## src/rtl/reservation_station.sv

```systemverilog
// rtl/reservation_station.sv - collapsing-queue reservation station with CDB wakeup
// Oldest-ready issue over a valid/ready handshake; entries shift down on issue.
module reservation_station #(
    parameter int RS_SIZE   = 4,
    parameter int REG_SIZE  = 64,
    parameter int TAG_WIDTH = 5,
    parameter int OP_WIDTH  = 6,
    parameter int NUM_CDB   = 2,
    parameter int CNT_W     = $clog2(RS_SIZE + 1)
) (
    input  logic                          i_clk,
    input  logic                          i_reset_n,
    input  logic                          i_flush,
    input  logic                          i_dispatch_valid,
    output logic                          o_dispatch_ready,
    input  logic [OP_WIDTH-1:0]           i_dispatch_opcode,
    input  logic [TAG_WIDTH-1:0]          i_dispatch_dst_tag,
    input  logic                          i_dispatch_op1_valid,
    input  logic                          i_dispatch_op2_valid,
    input  logic [TAG_WIDTH-1:0]          i_dispatch_op1_tag,
    input  logic [TAG_WIDTH-1:0]          i_dispatch_op2_tag,
    input  logic [REG_SIZE-1:0]           i_dispatch_op1_value,
    input  logic [REG_SIZE-1:0]           i_dispatch_op2_value,
    input  logic [NUM_CDB-1:0]            i_cdb_valid,
    input  logic [NUM_CDB*TAG_WIDTH-1:0]  i_cdb_tag,
    input  logic [NUM_CDB*REG_SIZE-1:0]   i_cdb_value,
    output logic                          o_issue_valid,
    input  logic                          i_issue_ready,
    output logic [OP_WIDTH-1:0]           o_issue_opcode,
    output logic [TAG_WIDTH-1:0]          o_issue_dst_tag,
    output logic [REG_SIZE-1:0]           o_issue_op1_value,
    output logic [REG_SIZE-1:0]           o_issue_op2_value,
    output logic [CNT_W-1:0]              o_count,
    output logic [RS_SIZE-1:0]            o_debug_busy
);

    localparam int IDX_W = $clog2(RS_SIZE);

    typedef struct packed {
        logic [OP_WIDTH-1:0]  opcode;
        logic [TAG_WIDTH-1:0] dst;
        logic                 v1;
        logic [TAG_WIDTH-1:0] t1;
        logic [REG_SIZE-1:0]  x1;
        logic                 v2;
        logic [TAG_WIDTH-1:0] t2;
        logic [REG_SIZE-1:0]  x2;
    } entry_t;

    entry_t              slot_q [RS_SIZE];
    entry_t              slot_d [RS_SIZE];
    entry_t              ext    [RS_SIZE+1];
    entry_t              disp_w;
    entry_t              src;
    logic [CNT_W-1:0]    count_q, count_d;
    logic [CNT_W-1:0]    wr_idx;
    logic [RS_SIZE-1:0]  ready, shift;
    logic [IDX_W-1:0]    sel;
    logic                any_ready;
    logic                issue_fire, dispatch_fire;

    // Ascending channel scan with an early valid set makes the lowest channel win.
    function automatic entry_t wake(input entry_t e,
                                    input logic [NUM_CDB-1:0] cv,
                                    input logic [NUM_CDB*TAG_WIDTH-1:0] ct,
                                    input logic [NUM_CDB*REG_SIZE-1:0] cx);
        entry_t r;
        r = e;
        for (int c = 0; c < NUM_CDB; c++) begin
            if (!r.v1 && cv[c] && (ct[c*TAG_WIDTH +: TAG_WIDTH] == r.t1)) begin
                r.v1 = 1'b1;
                r.x1 = cx[c*REG_SIZE +: REG_SIZE];
            end
            if (!r.v2 && cv[c] && (ct[c*TAG_WIDTH +: TAG_WIDTH] == r.t2)) begin
                r.v2 = 1'b1;
                r.x2 = cx[c*REG_SIZE +: REG_SIZE];
            end
        end
        return r;
    endfunction

    always_comb begin
        ready        = '0;
        shift        = '0;
        sel          = '0;
        any_ready    = 1'b0;
        o_debug_busy = '0;
        for (int i = 0; i < RS_SIZE; i++) begin
            o_debug_busy[i] = (CNT_W'(i) < count_q);
            ready[i]        = o_debug_busy[i] && slot_q[i].v1 && slot_q[i].v2;
            if (ready[i] && !any_ready) begin
                sel       = IDX_W'(i);
                any_ready = 1'b1;
            end
            // Every slot at or above the selected one moves down if the issue fires.
            shift[i] = any_ready;
        end
    end

    assign o_issue_valid     = any_ready & ~i_flush;
    assign issue_fire        = o_issue_valid & i_issue_ready;
    assign o_dispatch_ready  = (count_q < CNT_W'(RS_SIZE));
    assign dispatch_fire     = i_dispatch_valid & o_dispatch_ready & ~i_flush;
    assign wr_idx            = count_q - CNT_W'(issue_fire);
    assign o_count           = count_q;
    assign o_issue_opcode    = o_issue_valid ? slot_q[sel].opcode : '0;
    assign o_issue_dst_tag   = o_issue_valid ? slot_q[sel].dst    : '0;
    assign o_issue_op1_value = o_issue_valid ? slot_q[sel].x1     : '0;
    assign o_issue_op2_value = o_issue_valid ? slot_q[sel].x2     : '0;

    always_comb begin
        disp_w        = '0;
        disp_w.opcode = i_dispatch_opcode;
        disp_w.dst    = i_dispatch_dst_tag;
        disp_w.v1     = i_dispatch_op1_valid;
        disp_w.t1     = i_dispatch_op1_tag;
        disp_w.x1     = i_dispatch_op1_value;
        disp_w.v2     = i_dispatch_op2_valid;
        disp_w.t2     = i_dispatch_op2_tag;
        disp_w.x2     = i_dispatch_op2_value;
        disp_w        = wake(disp_w, i_cdb_valid, i_cdb_tag, i_cdb_value);

        for (int i = 0; i < RS_SIZE; i++) begin
            ext[i] = slot_q[i];
        end
        ext[RS_SIZE] = '0;

        src = '0;
        for (int i = 0; i < RS_SIZE; i++) begin
            src       = (issue_fire && shift[i]) ? ext[i+1] : ext[i];
            slot_d[i] = wake(src, i_cdb_valid, i_cdb_tag, i_cdb_value);
            if (dispatch_fire && (CNT_W'(i) == wr_idx)) begin
                slot_d[i] = disp_w;
            end
        end

        count_d = i_flush ? '0 : (count_q + CNT_W'(dispatch_fire) - CNT_W'(issue_fire));
    end

    always_ff @(posedge i_clk or negedge i_reset_n) begin
        if (!i_reset_n) begin
            count_q <= '0;
            for (int i = 0; i < RS_SIZE; i++) begin
                slot_q[i] <= '0;
            end
        end else begin
            count_q <= count_d;
            for (int i = 0; i < RS_SIZE; i++) begin
                slot_q[i] <= slot_d[i];
            end
        end
    end

endmodule

```

## config.mk

```make
export PLATFORM = sky130hd
export DESIGN_NAME = reservation_station
export DESIGN_NICKNAME = d
export VERILOG_FILES = /design/src/rtl/reservation_station.sv
export SDC_FILE = /design/constraint.sdc
export NUM_CORES = 2
export LEC_CHECK = 0
export CELL_PAD_IN_SITES_DETAIL_PLACEMENT = 1
export CELL_PAD_IN_SITES_GLOBAL_PLACEMENT = 2
export CORE_ASPECT_RATIO = 1.25
export CORE_MARGIN = 2
export CORE_UTILIZATION = 35
export DETAILED_ROUTE_END_ITERATION = 6
export DONT_BUFFER_PORTS = 1
export PLACE_DENSITY = 0.77
export SYNTH_ARGS = -nofsm -noshare
export SYNTH_HDL_FRONTEND = slang
export SYNTH_SLANG_ARGS = --single-unit
export TNS_END_PERCENT = 50
```

## constraint.sdc

```tcl
create_clock -name i_clk -period 3.73 [get_ports i_clk]
set_clock_uncertainty 0.1 [all_clocks]
set_input_delay 0.9325 -clock i_clk [delete_from_list [all_inputs] [get_ports i_clk]]
set_output_delay 0.9325 -clock i_clk [all_outputs]
set_load 0.01 [all_outputs]
```

* Yosys cells after proc, flatten, opt, wreduce, memory -nomap -nowiden
Index checks and enable logic that the tools add are counted.
** Operators by class
- Add/subtract/negate cells :: 3
- Magnitude comparators :: 6
- Equality and inequality tests :: 23
- Muxes and demuxes :: 63
- Bitwise logic cells :: 6
- Reduce and logical (&&, ||, !) cells :: 95
** Operators with widths (count)
- $mux W151 :: 10
- $mux W64 :: 22
- $bmux W151 S2 :: 1
- $eq A5 B5 Y1 :: 20
- $logic_and A1 B1 Y1 :: 59
- $reduce_bool A4 Y1 :: 8
- $mux W1 :: 25
- $logic_not A1 Y1 :: 23
- $reduce_bool A2 Y1 :: 4
- $eq A2 B3 Y1 const A :: 2
- $lt A1 B3 Y1 const A :: 2
- $lt A2 B3 Y1 const A :: 2
- $mux W6 :: 1
- $sub A3 B1 Y3 :: 2
- $mux W5 :: 1
- $and A1 B1 Y1 :: 4
- $mux W2 :: 2
- $add A3 B1 Y3 :: 1
- $eq A1 B3 Y1 const A :: 1
- $ge A3 B3 Y1 const B :: 1
- $logic_not A3 Y1 :: 1
- $lt A3 B3 Y1 const B :: 1
- $mux W3 :: 1
- $not A2 Y3 :: 1
- $not A1 Y1 :: 1
** Word-level totals
- Flip-flop bits (word level) :: 607
- Logic and storage cells :: 229

* Depth between registers and ports, before layout
- Depth after elaboration :: 26
- Depth in mapped cells :: 18

* Least setup slack after synthesis
OpenSTA, ideal clock, no wires.
- Path kind :: reg-to-output
- Start point :: register count_q[2] (netlist: o_count[2])
- End point :: output o_issue_op1_value[25]
- Arrival time :: 3111 ps
- Path slack :: -413 ps
- Stages on the path, launching flop included :: 13
- Path buffers :: 4
- Cell sequence :: dfrtp_1 > inv_1 > ha_1 > nor2b_1 > or3_1 > clkbuf_1 > nand2_1 > a21oi_1 > clkbuf_1 > clkbuf_1 > buf_1 > mux2i_1 > a211oi_1
** Between the ends
- Longest elaborated chain between the ends :: 18
** Ends and longest elaborated chain
- start, declared :: line 55 : logic [CNT_W-1:0] count_q, count_d;
- start signal, assigned :: line 147 : count_q <= count_d;
- $lt A1 B3 Y1 :: line 89 : o_debug_busy[i] = (CNT_W'(i) < count_q);
- $logic_and A1 B1 Y1 (2 in a row) :: line 90 : ready[i] = o_debug_busy[i] && slot_q[i].v1 && slot_q[i].v2;
- $mux W1 :: line 91 : if (ready[i] && !any_ready) begin
- $logic_not A1 Y1 :: line 91
- $logic_and A1 B1 Y1 :: line 91
- $mux W1 :: line 91
- $logic_not A1 Y1 :: line 91
- $logic_and A1 B1 Y1 :: line 91
- $mux W1 :: line 91
- $logic_not A1 Y1 :: line 91
- $logic_and A1 B1 Y1 :: line 91
- $mux W2 :: line 91
- $not A2 Y3 (implied by the code) :: line 108 : assign o_issue_op1_value = o_issue_valid ? slot_q[sel].x1 : '0;
- $bmux W151 S2 :: line 108
- $mux W151 (2 in a row)
- $mux W64 (*) :: line 108
- end, declared :: line 31 : output logic [REG_SIZE-1:0] o_issue_op1_value,
Every way passes the cells marked *; elsewhere a longest branch is shown, timed or not. The select of a mux whose other input is x is not followed.

* Worst setup path in the final report
- Start point :: register count_q[2] (netlist: o_count[2])
- End point :: output o_issue_op2_value[26]
** Between the ends
- Longest elaborated chain between the ends :: 18
** Ends and longest elaborated chain
- $lt A1 B3 Y1 :: line 89
- $logic_and A1 B1 Y1 (2 in a row) :: line 90
- $mux W1 :: line 91
- $logic_not A1 Y1 :: line 91
- $logic_and A1 B1 Y1 :: line 91
- $mux W1 :: line 91
- $logic_not A1 Y1 :: line 91
- $logic_and A1 B1 Y1 :: line 91
- $mux W1 :: line 91
- $logic_not A1 Y1 :: line 91
- $logic_and A1 B1 Y1 :: line 91
- $mux W2 :: line 91
- $not A2 Y3 (implied by the code) :: line 109 : assign o_issue_op2_value = o_issue_valid ? slot_q[sel].x2 : '0;
- $bmux W151 S2 :: line 109
- $mux W151 (implied by the code) (2 in a row) :: line 109
- $mux W64 (*) :: line 109
- end, declared :: line 32 : output logic [REG_SIZE-1:0] o_issue_op2_value,
Marks and branches as above.

==> impl_metrics.ini <==
[logic_synthesis]
syn_nets = 5715
synth_edf_count = 0
synth_area_leaders = dfrtp_1 35%, nand2_1 6.6%, a211oi_1 5.9%
yosys.area.top_type_share = 0.349
ys_warn_count = 0
yosys_register_bits = 607
synthArstFlopShare = 1.00
syn_inst = 5412
syn_avg_cell_area_um2 = 8.03
yosysTopAreaCell = dfrtp_1
ys_types = 92
syn_area_um2 = 43500
synth-seq-area-share = 0.349
synth_ff_type = dfrtp_1

[place]
place.port_buffers = 0
dp_hpwl_mm = 153
globalplace.congestion = 0.914
dpl_cell_area_um2 = 49600
dp_cells = 6902

[grt]
grt_max_degree = 608
antenna_found_initial = 22
grt_pass1_vias = 50300
grt.total_usage = 0.367
grt_pass1_wl_mm = 350
grt_overflow = 0

[clocking]
clkTransAtPathRegs_ns = 0.06
cts_tree = done
clockBufferDepth = 3
clk-insertion-delay-late_ns = 0.71
cts_buffers = 78
cts_max_level = 3
clock-sinks = 607
cts_root_buf = clkbuf_16

[sta]
hold_violations = 50
drv_slew = 516
worst_slack_ns = -0.690
fin_crit_ns = 4.42
fin_setup_tns_ns = -166.42
period_share = 1.19
fmax_mhz = 226
finalHoldWorstSlack_ns = -0.162
worst_pin_slew_ns = 4.20
slew-limit-headroom = -1.80
rsz0062_at_grt = true
setup_viol = 586

[final_layout]
finish.utilization = 0.441
area_growth_pct = 25.1
fin_nets = 5739
fillCellCount = 14300
final_cell_mix = 765 x nand2_1, 607 x dfrtp_1, 516 x nor2_1, 381 x buf_4, 219 x o2bb2ai_1
drive_above_1_share = 0.201
instances_no_fill = 7121
mostFrequentLayoutCell = nand2_1
design_area_um2 = 54400

[routing]
wirelength_mm = 240
post_drt_via_cell_ratio = 6.87
vias = 48900
drt_iter0_drc = 5123
drc = 0
post_drt_wl_per_cell_um = 33.7
ant_nets = 0
firstDrtPassIters = 7

[worst_setup_path]
r2r-start = o_count[1]$_DFF_PN0_
cp_data_arrival_time_ns = 3.39
cp_max_fo = 7
worst-r2r-cell-count = 15
setup.worst_path.start_class = flip-flop
rrSetupSlack_ns = -0.52
r2r_end = ext[402]$_DFFE_PN0P_
worst-endpoint-required_ns = 2.70
path_class = flip-flop to primary output
cp-end-kind = primary output

[status]
violations = hold timing, slew limit, setup timing
status = finished with violations

[die]
floorplan.initialDensity = 0.353
dieHeight_um = 398
coreArea_um2 = 123000
die-area_um2 = 127000
num_rows = 144
die_w_um = 319
ios = 444

[flow_run]
maxCapViolCount = 0

[power_and_ir_drop]
p_sw_frac = 0.428
powerDensity_nw_per_um2 = 756
power_leakage_nw = 21.7
p_int_mw = 23.5
ir_drop_mv = 0.416
power.switching_mw = 17.6
power_frac_comb = 0.507
clkPwrFrac = 0.196
pwr-share-seq = 0.297

[min_path]
hold_path_class = primary input to async pin
[cell families (layout without fill, tap and decap cells)]
kind of cell | after synthesis | in the layout | synth area share
adder cells (fa/ha/maj) | 7 | 7 | 0.00219
flip-flops | 607 | 607 | 0.349
multiplexers | 153 | 153 | 0.0357
other | 0 | 16 | 0
buffers and inverters | 732 | 819 | 0.0679
XOR/XNOR | 67 | 67 | 0.0135
AO/OA/AOI/OAI | 2068 | 2068 | 0.349
AND/OR/NAND/NOR | 1778 | 1778 | 0.182
[cells in the mapped netlist (6+ instances only)]
| master | instances |
|---|---|
| o21ai_1 | 188 |
| a311oi_1 | 128 |
| a22oi_1 | 64 |
| ha_1 | 6 |
| mux2i_1 | 149 |
| nor2_1 | 520 |
| nor3_1 | 32 |
| nor4_1 | 9 |
| nand3b_1 | 6 |
| clkbuf_1 | 516 |
| and3_1 | 77 |
| o21ai_0 | 197 |
| xnor2_1 | 45 |
| a222oi_1 | 57 |
| a31oi_1 | 51 |
| o22ai_1 | 125 |
| buf_2 | 62 |
| nand4_1 | 11 |
| buf_4 | 13 |
| o211ai_1 | 127 |
| a22o_1 | 17 |
| buf_6 | 10 |
| or2_0 | 8 |
| a2bb2oi_1 | 15 |
| o211a_1 | 56 |
| nor2b_1 | 145 |
| a211oi_1 | 344 |
| and2_1 | 21 |
| nand2_1 | 768 |
| a221o_1 | 81 |
| or4_1 | 6 |
| or2_2 | 30 |
| o31ai_1 | 69 |
| buf_1 | 47 |
| or3_1 | 21 |
| a32o_1 | 101 |
| dfrtp_1 | 607 |
| a21oi_1 | 189 |
| o2bb2ai_1 | 219 |
| xor2_1 | 22 |
| nand3_1 | 84 |
| a221oi_1 | 7 |
| inv_1 | 81 |
[layout make-up]
class / instances / area (µm²) / share of cell area
Clock buffer: 129 / 2480 / 0.0455
Clock inverter: 14 / 138 / 0.00253
Antenna cell: 16 / 40.0 / 0.000736
Inverter: 84 / 318 / 0.00584
Sequential cell: 607 / 15200 / 0.279
Tap cell: 1606 / 2010 / 0.0369
Multi-Input combinational cell: 4073 / 27200 / 0.500
Timing Repair Buffer: 592 / 7050 / 0.130
[metrics by stage]
stage	setup WS, ns	power, mW
6_report	-0.690	41.1
5_1_grt	-0.771	42.8
3_3_place_gp	-0.372	30.0
2_1_floorplan	-0.0391	22.7
3_5_place_dp	-0.424	30.5
4_1_cts	-0.701	40.4
[flip-flops by register name, summed over array words and instances (netlist names)]
signal   flops
ext        604
o_count      3
[critical path, cell delays in order, from the launching register on]
cell and delay [ns]:
dfrtp_1 0.36, inv_2 0.06, ha_2 0.18, nor2b_4 0.12, or3_4 0.39, buf_6 0.14, nand2_4 0.05, a21oi_4 0.06
buf_12 0.15, buf_12 0.13, buf_16 0.14, buf_16 0.15, buf_6 0.14, mux2i_1 0.14, a211oi_2 0.26, buf_4 0.20
[what timing repair did]
item,in CTS,in global routing
hold endpoints to repair,607,580
endpoints found under the setup margin,606,651
pin swaps,109,65
gates resized for setup,217,63
gates cloned,22,0
setup buffers,35,8
[per-layer routing]
layer / GRT usage / vias to the layer above / part of all wire
met4: 0.204 / 16 / 0.061
li1: - / 20300 / -
met1: 0.456 / 24900 / 0.39
met2: 0.580 / 2800 / 0.45
met3: 0.0940 / 854 / 0.096
met5: 0 / - / 0.00042
[how the worst max path moves through the flow]
| stage | startpoint | to | slack, ns |
|---|---|---|---|
| floorplan | o_count[2]$_DFF_PN0_ | o_issue_op1_value[25] | -0.04 |
| global placement | o_count[1]$_DFF_PN0_ | ext[397]$_DFFE_PN0P_ | -0.37 |
| detailed placement | o_count[1]$_DFF_PN0_ | ext[402]$_DFFE_PN0P_ | -0.42 |
| CTS | o_count[2]$_DFF_PN0_ | o_issue_op2_value[30] | -0.70 |
| global route | o_count[2]$_DFF_PN0_ | o_issue_op2_value[26] | -0.77 |
| finish | o_count[2]$_DFF_PN0_ | o_issue_op2_value[26] | -0.69 |
[power groups by stage]
stage | sequential (mW) | clock (mW) | combinational [mW]
CTS | 12.1 | 8.10 | 20.2
finish | 12.2 | 8.06 | 20.8
global placement | 12.0 | 0 | 18.0
detailed placement | 12.1 | 0 | 18.4
floorplan | 11.2 | 0 | 11.5
global route | 12.5 | 8.34 | 22.0
Note: power is estimated with default switching activity, not from simulation.
